==> config.mk <==
export PLATFORM = sky130hd
export DESIGN_NAME = program_loader
export DESIGN_NICKNAME = d
export VERILOG_FILES = /design/src/rtl/program_loader.sv
export SDC_FILE = /design/constraint.sdc
export NUM_CORES = 1
export LEC_CHECK = 0
export CORE_MARGIN = 1
export CORE_UTILIZATION = 41
export CTS_CLUSTER_SIZE = 28
export DETAILED_ROUTE_END_ITERATION = 8
export GPL_TIMING_DRIVEN = 0
export PLACE_DENSITY = 0.81
export SLEW_MARGIN = 20
export SYNTH_ARGS = -nofsm -noshare
export SYNTH_HDL_FRONTEND = slang
export SYNTH_SLANG_ARGS = --single-unit
==> constraint.sdc <==
create_clock -name clock -period 1.4 [get_ports clock]
set_input_delay 0.35 -clock clock [delete_from_list [all_inputs] [get_ports clock]]
set_output_delay 0.35 -clock clock [all_outputs]
set_load 0.01 [all_outputs]
==> src/rtl/program_loader.sv <==
// Writer side of the instruction memory: streams 2-bit words into addresses 0..DEPTH-1,
// holds the core, pulses pc_reset, then releases it. Optional: ILLEGAL_OP_CHECK_EN.
module program_loader #(
    parameter int INSTR_WIDTH = 2,
    parameter int ADDR_WIDTH  = 2,
    parameter int DEPTH       = 4
) (
    input  logic                   clock,
    input  logic                   reset,
    input  logic                   start,
    input  logic                   in_valid,
    output logic                   in_ready,
    input  logic [INSTR_WIDTH-1:0] in_data,
    output logic                   mem_we,
    output logic [ADDR_WIDTH-1:0]  mem_addr,
    output logic [INSTR_WIDTH-1:0] mem_data,
    output logic [1:0]             pc_reset,
    output logic                   cpu_hold,
    output logic                   load_done,
    output logic                   error
);

    typedef enum logic [1:0] {
        IDLE,
        LOAD,
        PCRST,
        RUN
    } state_t;

    localparam logic [ADDR_WIDTH-1:0] LAST = ADDR_WIDTH'(DEPTH - 1);
`ifdef ILLEGAL_OP_CHECK_EN
    localparam logic [INSTR_WIDTH-1:0] OP_ILL = '1;
    localparam logic [INSTR_WIDTH-1:0] OP_HLT = INSTR_WIDTH'(2);
`endif

    state_t                 state_q, state_d;
    logic [ADDR_WIDTH-1:0]  count_q, count_d;
    logic                   in_ready_d;
    logic                   mem_we_d;
    logic [ADDR_WIDTH-1:0]  mem_addr_d;
    logic [INSTR_WIDTH-1:0] mem_data_d;
    logic [1:0]             pc_reset_d;
    logic                   cpu_hold_d;
    logic                   load_done_d;
    logic                   error_d;
    logic [INSTR_WIDTH-1:0] word;
    logic                   accept;

    assign accept = in_valid & in_ready;

    // Next state and next value of every registered output.
    always_comb begin
        state_d     = state_q;
        count_d     = count_q;
        in_ready_d  = in_ready;
        mem_we_d    = 1'b0;
        mem_addr_d  = mem_addr;
        mem_data_d  = mem_data;
        pc_reset_d  = 2'b00;
        cpu_hold_d  = cpu_hold;
        load_done_d = load_done;
        error_d     = error;
        word        = in_data;
`ifdef ILLEGAL_OP_CHECK_EN
        if (in_data == OP_ILL) begin
            word = OP_HLT;
        end
`endif
        unique case (state_q)
            IDLE: begin
                cpu_hold_d  = 1'b1;
                load_done_d = 1'b0;
                in_ready_d  = 1'b0;
                if (start) begin
                    state_d    = LOAD;
                    count_d    = '0;
                    error_d    = 1'b0;
                    in_ready_d = 1'b1;
                end
            end
            LOAD: begin
                if (accept) begin
                    mem_we_d   = 1'b1;
                    mem_addr_d = count_q;
                    mem_data_d = word;
`ifdef ILLEGAL_OP_CHECK_EN
                    if (in_data == OP_ILL) begin
                        error_d = 1'b1;
                    end
`endif
                    if (count_q == LAST) begin
                        state_d    = PCRST;
                        in_ready_d = 1'b0;
                        pc_reset_d = 2'b11;
                    end else begin
                        count_d = count_q + 1'b1;
                    end
                end
            end
            PCRST: begin
                // A flagged image leaves the core held.
                if (error) begin
                    state_d = IDLE;
                end else begin
                    state_d     = RUN;
                    cpu_hold_d  = 1'b0;
                    load_done_d = 1'b1;
                end
            end
            RUN: begin
                if (start) begin
                    state_d     = LOAD;
                    count_d     = '0;
                    error_d     = 1'b0;
                    in_ready_d  = 1'b1;
                    cpu_hold_d  = 1'b1;
                    load_done_d = 1'b0;
                end
            end
            default: begin
                state_d = IDLE;
            end
        endcase
    end

    // State and output registers with synchronous active-low reset.
    always_ff @(posedge clock) begin
        if (!reset) begin
            state_q   <= IDLE;
            count_q   <= '0;
            in_ready  <= 1'b0;
            mem_we    <= 1'b0;
            mem_addr  <= '0;
            mem_data  <= '0;
            pc_reset  <= 2'b00;
            cpu_hold  <= 1'b1;
            load_done <= 1'b0;
            error     <= 1'b0;
        end else begin
            state_q   <= state_d;
            count_q   <= count_d;
            in_ready  <= in_ready_d;
            mem_we    <= mem_we_d;
            mem_addr  <= mem_addr_d;
            mem_data  <= mem_data_d;
            pc_reset  <= pc_reset_d;
            cpu_hold  <= cpu_hold_d;
            load_done <= load_done_d;
            error     <= error_d;
        end
    end

endmodule
# Word level (Yosys, flattened, before mapping)
# Index checks and enable logic that the tools add are counted.
# W data, S select, Z words.
dict set report classes {
  n_addsub 1
  reduce_logical 12
  n_bitwise 1
  n_eq_ne 9
  muxes 18
}
# operator count
set op_table {}
lappend op_table {{$mux W2} 7}
lappend op_table {{$pmux W1 S3} 3}
lappend op_table {{$ne A2 B2 Y1 const B} 4}
lappend op_table {{$reduce_and A4 Y1} 2}
lappend op_table {{$eq A2 B2 Y1 const B} 3}
lappend op_table {{$mux W1} 6}
lappend op_table {{$pmux W2 S3} 1}
lappend op_table {{$reduce_and A2 Y1} 3}
lappend op_table {{$reduce_and A3 Y1} 2}
lappend op_table {{$reduce_bool A3 Y1} 2}
lappend op_table {{$pmux W2 S2} 1}
lappend op_table {{$add A2 B1 Y2 const B} 1}
lappend op_table {{$eq A2 B1 Y1 const B} 1}
lappend op_table {{$logic_not A2 Y1} 1}
lappend op_table {{$ne A2 B1 Y1 const B} 1}
lappend op_table {{$reduce_bool A2 Y1} 1}
lappend op_table {{$reduce_or A2 Y1} 1}
lappend op_table {{$and A1 B1 Y1} 1}
dict set report word_totals {
  in_bits 6
  out_inout_bits 11
  reg_bits 14
  word_cells 50
}

# Depth between registers and ports, before layout
# Gate-level depths: netlist (run 1).
dict set report depth {
  depth_word 4
  ltp_mapped 6
  depth_no_buf 5
}

# Worst setup path before layout (run 1)
# OpenSTA, ideal clock, no wires.
dict set report synth_path {
  path_type {register -> register}
  start {register state_q[1]}
  end {register in_ready}
  setup_ns 0.120
  stages_incl_launch_ff 6
  t_required_ns 1.280
  synth_period_minus_slack_ns 1.380
  arrival_ns 1.261
  path_slack_ns 0.020
  n_path_buf 0
  cell_sequence {dfxtp_1 inv_1 ha_1 a21boi_1 o31a_1 o31a_1}
}
dict set report synth_between {
  elab_chain_cells 3
  word_cells_on_any_way 9
  cone_classes {eq/ne: 5; mux: 1; reduce/logical: 3}
}
# element line
set synth_lines {}
lappend synth_lines {{start: declaration} 36} ;# state_t state_q, state_d;
lappend synth_lines {{start signal: assignment} 140} ;# state_q <= state_d;
lappend synth_lines {{$eq A2 B1 Y1 (tied with other cells)} 69} ;# unique case (state_q)
lappend synth_lines {{$ne A2 B2 Y1 (no line) or $reduce_bool A3 Y1 (tied branches)} --}
lappend synth_lines {{$reduce_and A4 Y1 (no line)} --}
lappend synth_lines {{end signal: assignment} 142} ;# in_ready <= in_ready_d;
lappend synth_lines {{end: declaration} 12} ;# output logic in_ready,
# Parallel ways exist; a longest one is shown, timed or not.
# A chain may end at the register's enable or synchronous reset.

# Worst setup path in the final report (run 1)
dict set report layout_path {
  start {register state_q[1]}
  end {register count_q[0]}
}
dict set report layout_between {
  elab_chain_cells 4
  word_cells_on_any_way 10
  cone_classes {eq/ne: 5; mux: 1; reduce/logical: 4}
}
# element line
set layout_lines {}
lappend layout_lines {{$eq A2 B2 Y1 or $logic_not A2 Y1 (tied branches)} 69}
lappend layout_lines {{$reduce_or A2 Y1 (no line)} --}
lappend layout_lines {{$ne A2 B1 Y1 (no line) or $reduce_bool A2 Y1 (tied branches)} --}
lappend layout_lines {{$reduce_and A4 Y1 (no line)} --}
lappend layout_lines {{end signal: assignment} 141} ;# count_q <= count_d;
lappend layout_lines {{end: declaration} 37} ;# logic [ADDR_WIDTH-1:0] count_q, count_d;
# Parallel ways exist; a longest one is shown, timed or not.

==> results of run 1 <==
## registers in the layout, summed over array words and instances, names as in the netlist
register / flops
count_q: 2
cpu_hold: 1
in_ready: 1
load_done: 1
mem_addr: 2
mem_data: 2
mem_we: 1
pc_reset: 1
state_q: 2
## cells in the mapped netlist
| master | count |
|---|---|
| nand3_4 | 1 |
| o21a_1 | 2 |
| nand2b_1 | 1 |
| nor2b_1 | 2 |
| buf_4 | 2 |
| o31a_1 | 2 |
| and2_0 | 1 |
| mux2i_1 | 5 |
| o22ai_1 | 2 |
| ha_1 | 5 |
| conb_1 | 1 |
| or3_1 | 1 |
| and2_1 | 1 |
| nand3_1 | 1 |
| o32ai_1 | 1 |
| nand3b_1 | 1 |
| a21boi_0 | 1 |
| a21oi_1 | 1 |
| nor3b_1 | 1 |
| nand2_1 | 4 |
| nor2b_2 | 1 |
| clkbuf_1 | 1 |
| or2_0 | 1 |
| inv_2 | 1 |
| a21boi_1 | 1 |
| nor2_1 | 6 |
| o311ai_0 | 1 |
| buf_2 | 1 |
| a211oi_1 | 1 |
| o21ai_0 | 2 |
| dfxtp_1 | 13 |
| nor4_1 | 1 |
| inv_1 | 2 |
## per-layer routing
metal  GRT usage, %  up-vias  wire length, um
li1               -      277                -
met1           20.9      260              590
met2           25.3       15              604
met3           3.91        4               67
met4           7.74        0               22
met5              0        -                0
## cells by family after synthesis
logic type,after synthesis,share of synthesized area (%)
adder cells (fa/ha/maj),5,9.69
other,1,0.581
flip-flops,13,40.3
AO/OA/AOI/OAI,14,15.5
buffers and inverters,7,5.42
AND/OR/NAND/NOR,23,20.7
multiplexers,5,7.75
## how the worst min path moves through the flow
stage                      from           to  slack (ns)  depth (start not counted)
floorplan            count_q[1]   count_q[1]        0.46                          2
global placement    mem_data[1]  mem_data[1]        0.48                          2
detailed placement   count_q[1]   count_q[1]        0.49                          2
CTS                       reset     cpu_hold        0.44                          2
global route              reset     cpu_hold        0.47                          2
finish                    reset     cpu_hold        0.45                          2
## where the power goes
part           leakage [nW]  total, mW  internal (mW)  switching [mW]
Sequential            0.107      0.515          0.446          0.0696
Clock                0.0150      0.235          0.111           0.124
Combinational         0.301      0.589          0.329           0.260
## area by class of cell
type / count / area, sq um
Timing Repair Buffer: 18 / 163
Fill cell: 122 / 473
Tap cell: 15 / 18.8
Clock buffer: 4 / 26.3
Buffer: 4 / 26.3
Multi-Input combinational cell: 48 / 395
Inverter: 3 / 11.3
Sequential cell: 13 / 269
## worst max-delay path: stages (launching register included)
cell and delay (ns):
dfxtp_4 0.37, buf_6 0.12, ha_4 0.22, or3_4 0.39
o22ai_1 0.17
## what timing repair did
| action | 4_1_cts | 5_1_grt |
|---|---|---|
| endpoints found under the setup margin | 14 | 3 |
| hold buffers | 0 | 0 |
| gates resized for setup | 18 | 13 |
| hold endpoints to repair | 0 | 0 |
| buffers inserted | 0 | 4 |
| pin swaps | 0 | 4 |
## metrics by stage
step | hold slack, ns | instance area, sq um | utilization [%] | TNS, ns
after CTS | 0.440 | 843 | 61.0 | 0
after global routing | 0.466 | 910 | 65.8 | 0
final | 0.450 | 910 | 65.8 | 0
after global placement | 0.475 | 805 | 58.2 | -1.15
after floorplan | 0.462 | 646 | - | 0
after detailed placement | 0.486 | 805 | 58.2 | -1.35
==> run metrics, run 1 <==
initial antenna violation count 0; Post-Place Setup Slack -0.292 ns; maximum vdd drop 0.959 mV; Req. time, crit path 1.60 ns; layout cells sized above 1 27.8%; Setup CP Type reg -> reg; area leader, netlist dfxtp_1; Tcrit/Tclk final 96.1%; vias per cell 5.30; DIE HEIGHT 41.7 um; Mapped Cells 68; H-tree depth 1; I/O Pins 17; Pins Over Slew Limit 0; vias in the first global route 492; CP Data Arrival Time 1.55 ns; most common cell after layout, fill and taps aside dlygate4sd2_1; Cell Count, Final, Fillers Out 105; Post-DRT Antenna Nets 0; placed instance count 97; Max clock buf depth 2; CTS tree yes; r2r endpoint count_q[0]; final wirelength 1280 um; worst setup margin 0.0546 ns; GR Util All Layers 16.2%; r2r worst-path depth 4; FF-to-FF setup slack 0.05 ns; post-route minimum period 1.35 ns; Worst-Skew Late Latency 0.28 ns; grt ovf 0; Worst-path clk slew 0.08 ns; YS warnings 0; Leak 0.424 nW; first-pass GRT wire length 2160 um; Pwr Total 1.34 mW; CP Capture Type flip-flop; hpwl dp 852 um; type of origin of the critical path flip-flop; Cell Rows 13; Buffers on Ports 14; RSZ-0062 raised after global routing no; # clock sinks 13; TritonRoute pass-1 iters 4; crit path max fanout 5; Seq/Total Area, Yosys 40.3%; total number of vias 556; gp weighted congestion 0.800; Syn Nets 79; WL/cell 12.2 um; crit path to count_q[0]; die extent in x 41.7 um; Nets 102; synth top area cells dfxtp_1 (40%), ha_1 (9.7%), mux2i_1 (7.8%); status finished clean; reg2reg start state_q[1]; Root Driver clkbuf_4; Clock Skew 0.00829 ns; CTS Buf Count 3; Starting DRT DRC Count 9; DR DRC count 0; Post-Syn Area per Cell 9.49 sq um; core area 1380 sq um; max-cap violations 0; mapped cell area 646 sq um; largest net degree at the start of global routing 11; die area 1740 sq um; Setup crit start state_q[1]; Hold Vio Cnt, Final 0; P&R area growth vs syn 40.9%; Max Clk Rate 743 MHz; Yosys reg bits 13; Initial Util 46.7%; Hold Crit Class in -> reg; Yosys top cell area share 40.3%; Synth cell types 33; commonest cells after routing, fill and taps aside dlygate4sd2_1 (11), dfxtp_1 (10), buf_4 (6), nor2_1 (6), mux2i_1 (5); # diodes 0; setup violators final 0; power per cell area 1470 nW/um^2
(Power assumes the default switching activity.)
==> run 2: changes to the inputs <==
--- a/config.mk
+++ b/config.mk
@@ -5,6 +5,7 @@
 export SDC_FILE = /design/constraint.sdc
 export NUM_CORES = 1
 export LEC_CHECK = 0
+export ABC_CLOCK_PERIOD_IN_PS = 1400
 export CORE_MARGIN = 1
 export CORE_UTILIZATION = 41
 export CTS_CLUSTER_SIZE = 28
==> results of run 2 <==
Final layout, timing and power as in run 1 (identical DEF).
==> run 3: changes to the inputs <==
--- a/config.mk
+++ b/config.mk
@@ -6,8 +6,10 @@
 export NUM_CORES = 1
 export LEC_CHECK = 0
 export ABC_CLOCK_PERIOD_IN_PS = 1400
-export CORE_MARGIN = 1
-export CORE_UTILIZATION = 41
+export CELL_PAD_IN_SITES_DETAIL_PLACEMENT = 0
+export CELL_PAD_IN_SITES_GLOBAL_PLACEMENT = 1
+export CORE_MARGIN = 2
+export CORE_UTILIZATION = 31
 export CTS_CLUSTER_SIZE = 28
 export DETAILED_ROUTE_END_ITERATION = 8
 export GPL_TIMING_DRIVEN = 0
==> run metrics, run 3 (same netlist as run 1, synthesis figures left out) <==
largest net degree at the start of global routing 11 (unchanged); Clock power frac 17.7% (+0.2 points); FF-to-FF setup slack 0.05 ns (about the same); vias in the first global route 499 (+1.4%); Starting DRT DRC Count 9 (unchanged); crit path max fanout 6 (+1); met2 GRT Util 19.6% (-5.8 points); maximum vdd drop 0.853 mV (-11%); Critical path buffers and inverters 0 (-1); Nets 103 (+0.98%); die area 2460 sq um (+42%); total negative slack 0 ns (unchanged); H-tree depth 1 (unchanged); Hold Crit Class in -> reg; worst hold slack 0.446 ns (-0.00424 ns); layout cells sized above 1 27.5% (-0.31 points); Worst path max stage delay 0.38 ns (about the same); RSZ-0062 raised after global routing no; Reg power frac 39.3% (+0.8 points); Tcrit/Tclk final 96.4% (+0.26 points); Setup CP Type reg -> reg; max-cap violations 0 (unchanged); I/O Pins 17 (unchanged); Most Frequent Cell on Critical Path o31a_1; P_int 0.872 mW (-1.5%); final wirelength 1310 um (+2.3%); Post-Place Setup Slack -0.301 ns (-0.00880 ns); Sw Share 34.4% (+0.52 points); # diodes 0 (unchanged); CP Capture Type flip-flop; total number of vias 548 (-1.4%); Pins Over Slew Limit 0 (unchanged); Leak 0.431 nW (+1.7%); Root Driver clkbuf_4; setup violators final 0 (unchanged); Cell Count, Final, Fillers Out 118 (+12%); core area 1960 sq um (+42%); commonest cells after routing, fill and taps aside dlygate4sd2_1 (11), dfxtp_1 (10), buf_4 (7); status finished clean; TritonRoute pass-1 iters 3 (-1); M3 GR Usage 2.73% (-1.2 points); DIE HEIGHT 49.6 um (+19%); Req. time, crit path 1.57 ns (-0.03 ns); CTS tree yes; CP delay by family, top compound AO/OA/AOI/OAI gates; Clock Skew 0.00709 ns (-0.00120 ns); Post-DRT Antenna Nets 0 (unchanged); GR Util All Layers 11.7% (-4.5 points); Max Clk Rate 741 MHz (-0.27%); post-route minimum period 1.35 ns (+0.00366 ns); type of origin of the critical path flip-flop; NetSw 0.458 mW (+0.85%); Post-Place Cell Area 820 sq um (+1.9%); Final Core Density 47.8% (-18 points); initial antenna violation count 0 (unchanged); most common cell after layout, fill and taps aside dlygate4sd2_1; DR DRC count 0 (unchanged); CP Data Arrival Time 1.52 ns (-0.03 ns); final instance area 938 sq um (+3.2%); Buffers on Ports 14 (unchanged); hpwl dp 974 um (+14%); P&R area growth vs syn 45.3%; global route hottest layer met2; die extent in x 49.6 um (+19%); Worst-path clk slew 0.08 ns (about the same); Initial Util 32.9% (-14 points); CP max-delay cell dfxtp_4; vias per cell 4.64 (-12%); GR Util met1 14.0% (-6.9 points); CTS Buf Count 3 (unchanged); gp weighted congestion 0.664 (-17%); Comb power frac 43.0% (-1.0 points); Pwr Total 1.33 mW (-0.68%); # clock sinks 13 (unchanged); worst setup margin 0.0510 ns (-0.00366 ns); CP Cell Sequence ha_2 > nor2b_4 > o31a_1 > o31a_1; Worst-Skew Late Latency 0.28 ns (about the same); Cell Rows 16 (+3); Max clock buf depth 2 (unchanged); WL/cell 11.1 um (-8.9%); power per cell area 1420 nW/um^2 (-3.7%); first-pass GRT wire length 2220 um (+2.9%); Hold Vio Cnt, Final 0 (unchanged); grt ovf 0 (unchanged); placed instance count 109 (+12%)
## run 3: path summary, 6_finish.rpt
| check | depth (start not counted) | from | to |
|---|---|---|---|
| setup reg to reg | 4 | state_q[0] | in_ready |
| hold reg to reg | 2 | count_q[1] | count_q[1] |
| setup / recovery | 4 | state_q[0] | in_ready |
| hold / removal | 2 | reset | cpu_hold |
## run 3: power groups by stage
| stage | clock network [mW] | logic, mW | registers [mW] |
|---|---|---|---|
| floorplan | 0 | 0.301 | 0.509 |
| global placement | 0 | 0.439 | 0.503 |
| detailed placement | 0 | 0.451 | 0.506 |
| CTS | 0.244 | 0.484 | 0.520 |
| global route | 0.265 | 0.629 | 0.539 |
| finish | 0.235 | 0.572 | 0.523 |
## run 3: worst register-to-register path, cell delays in order, from the launching register on
cell and delay, ns:
dfxtp_4 0.38, ha_2 0.18, nor2b_4 0.14, o31a_1 0.30, o31a_1 0.24
## run 3: area by class of cell
type                    count  area [sq um]
plain buffers               4          26.3
clock buffers               4          26.3
fillers                   214          1020
inverters                   3          13.8
multi-input cells          48           403
flip-flops and latches     13           269
well taps                  27          33.8
repair buffers             19           166
## run 3: layer usage
| layer | share of wire, % | wire [um] |
|---|---|---|
| met5 | 0 | 0 |
| met4 | 0.99 | 13 |
| met3 | 3.3 | 43 |
| met2 | 45 | 590 |
| met1 | 51 | 667 |
## run 3: what timing repair did
action | in CTS | in global routing
setup buffers | 0 | 5
endpoints found under the setup margin | 15 | 3
pin swaps | 0 | 4
hold buffers | 0 | 0
resized for setup | 21 | 9
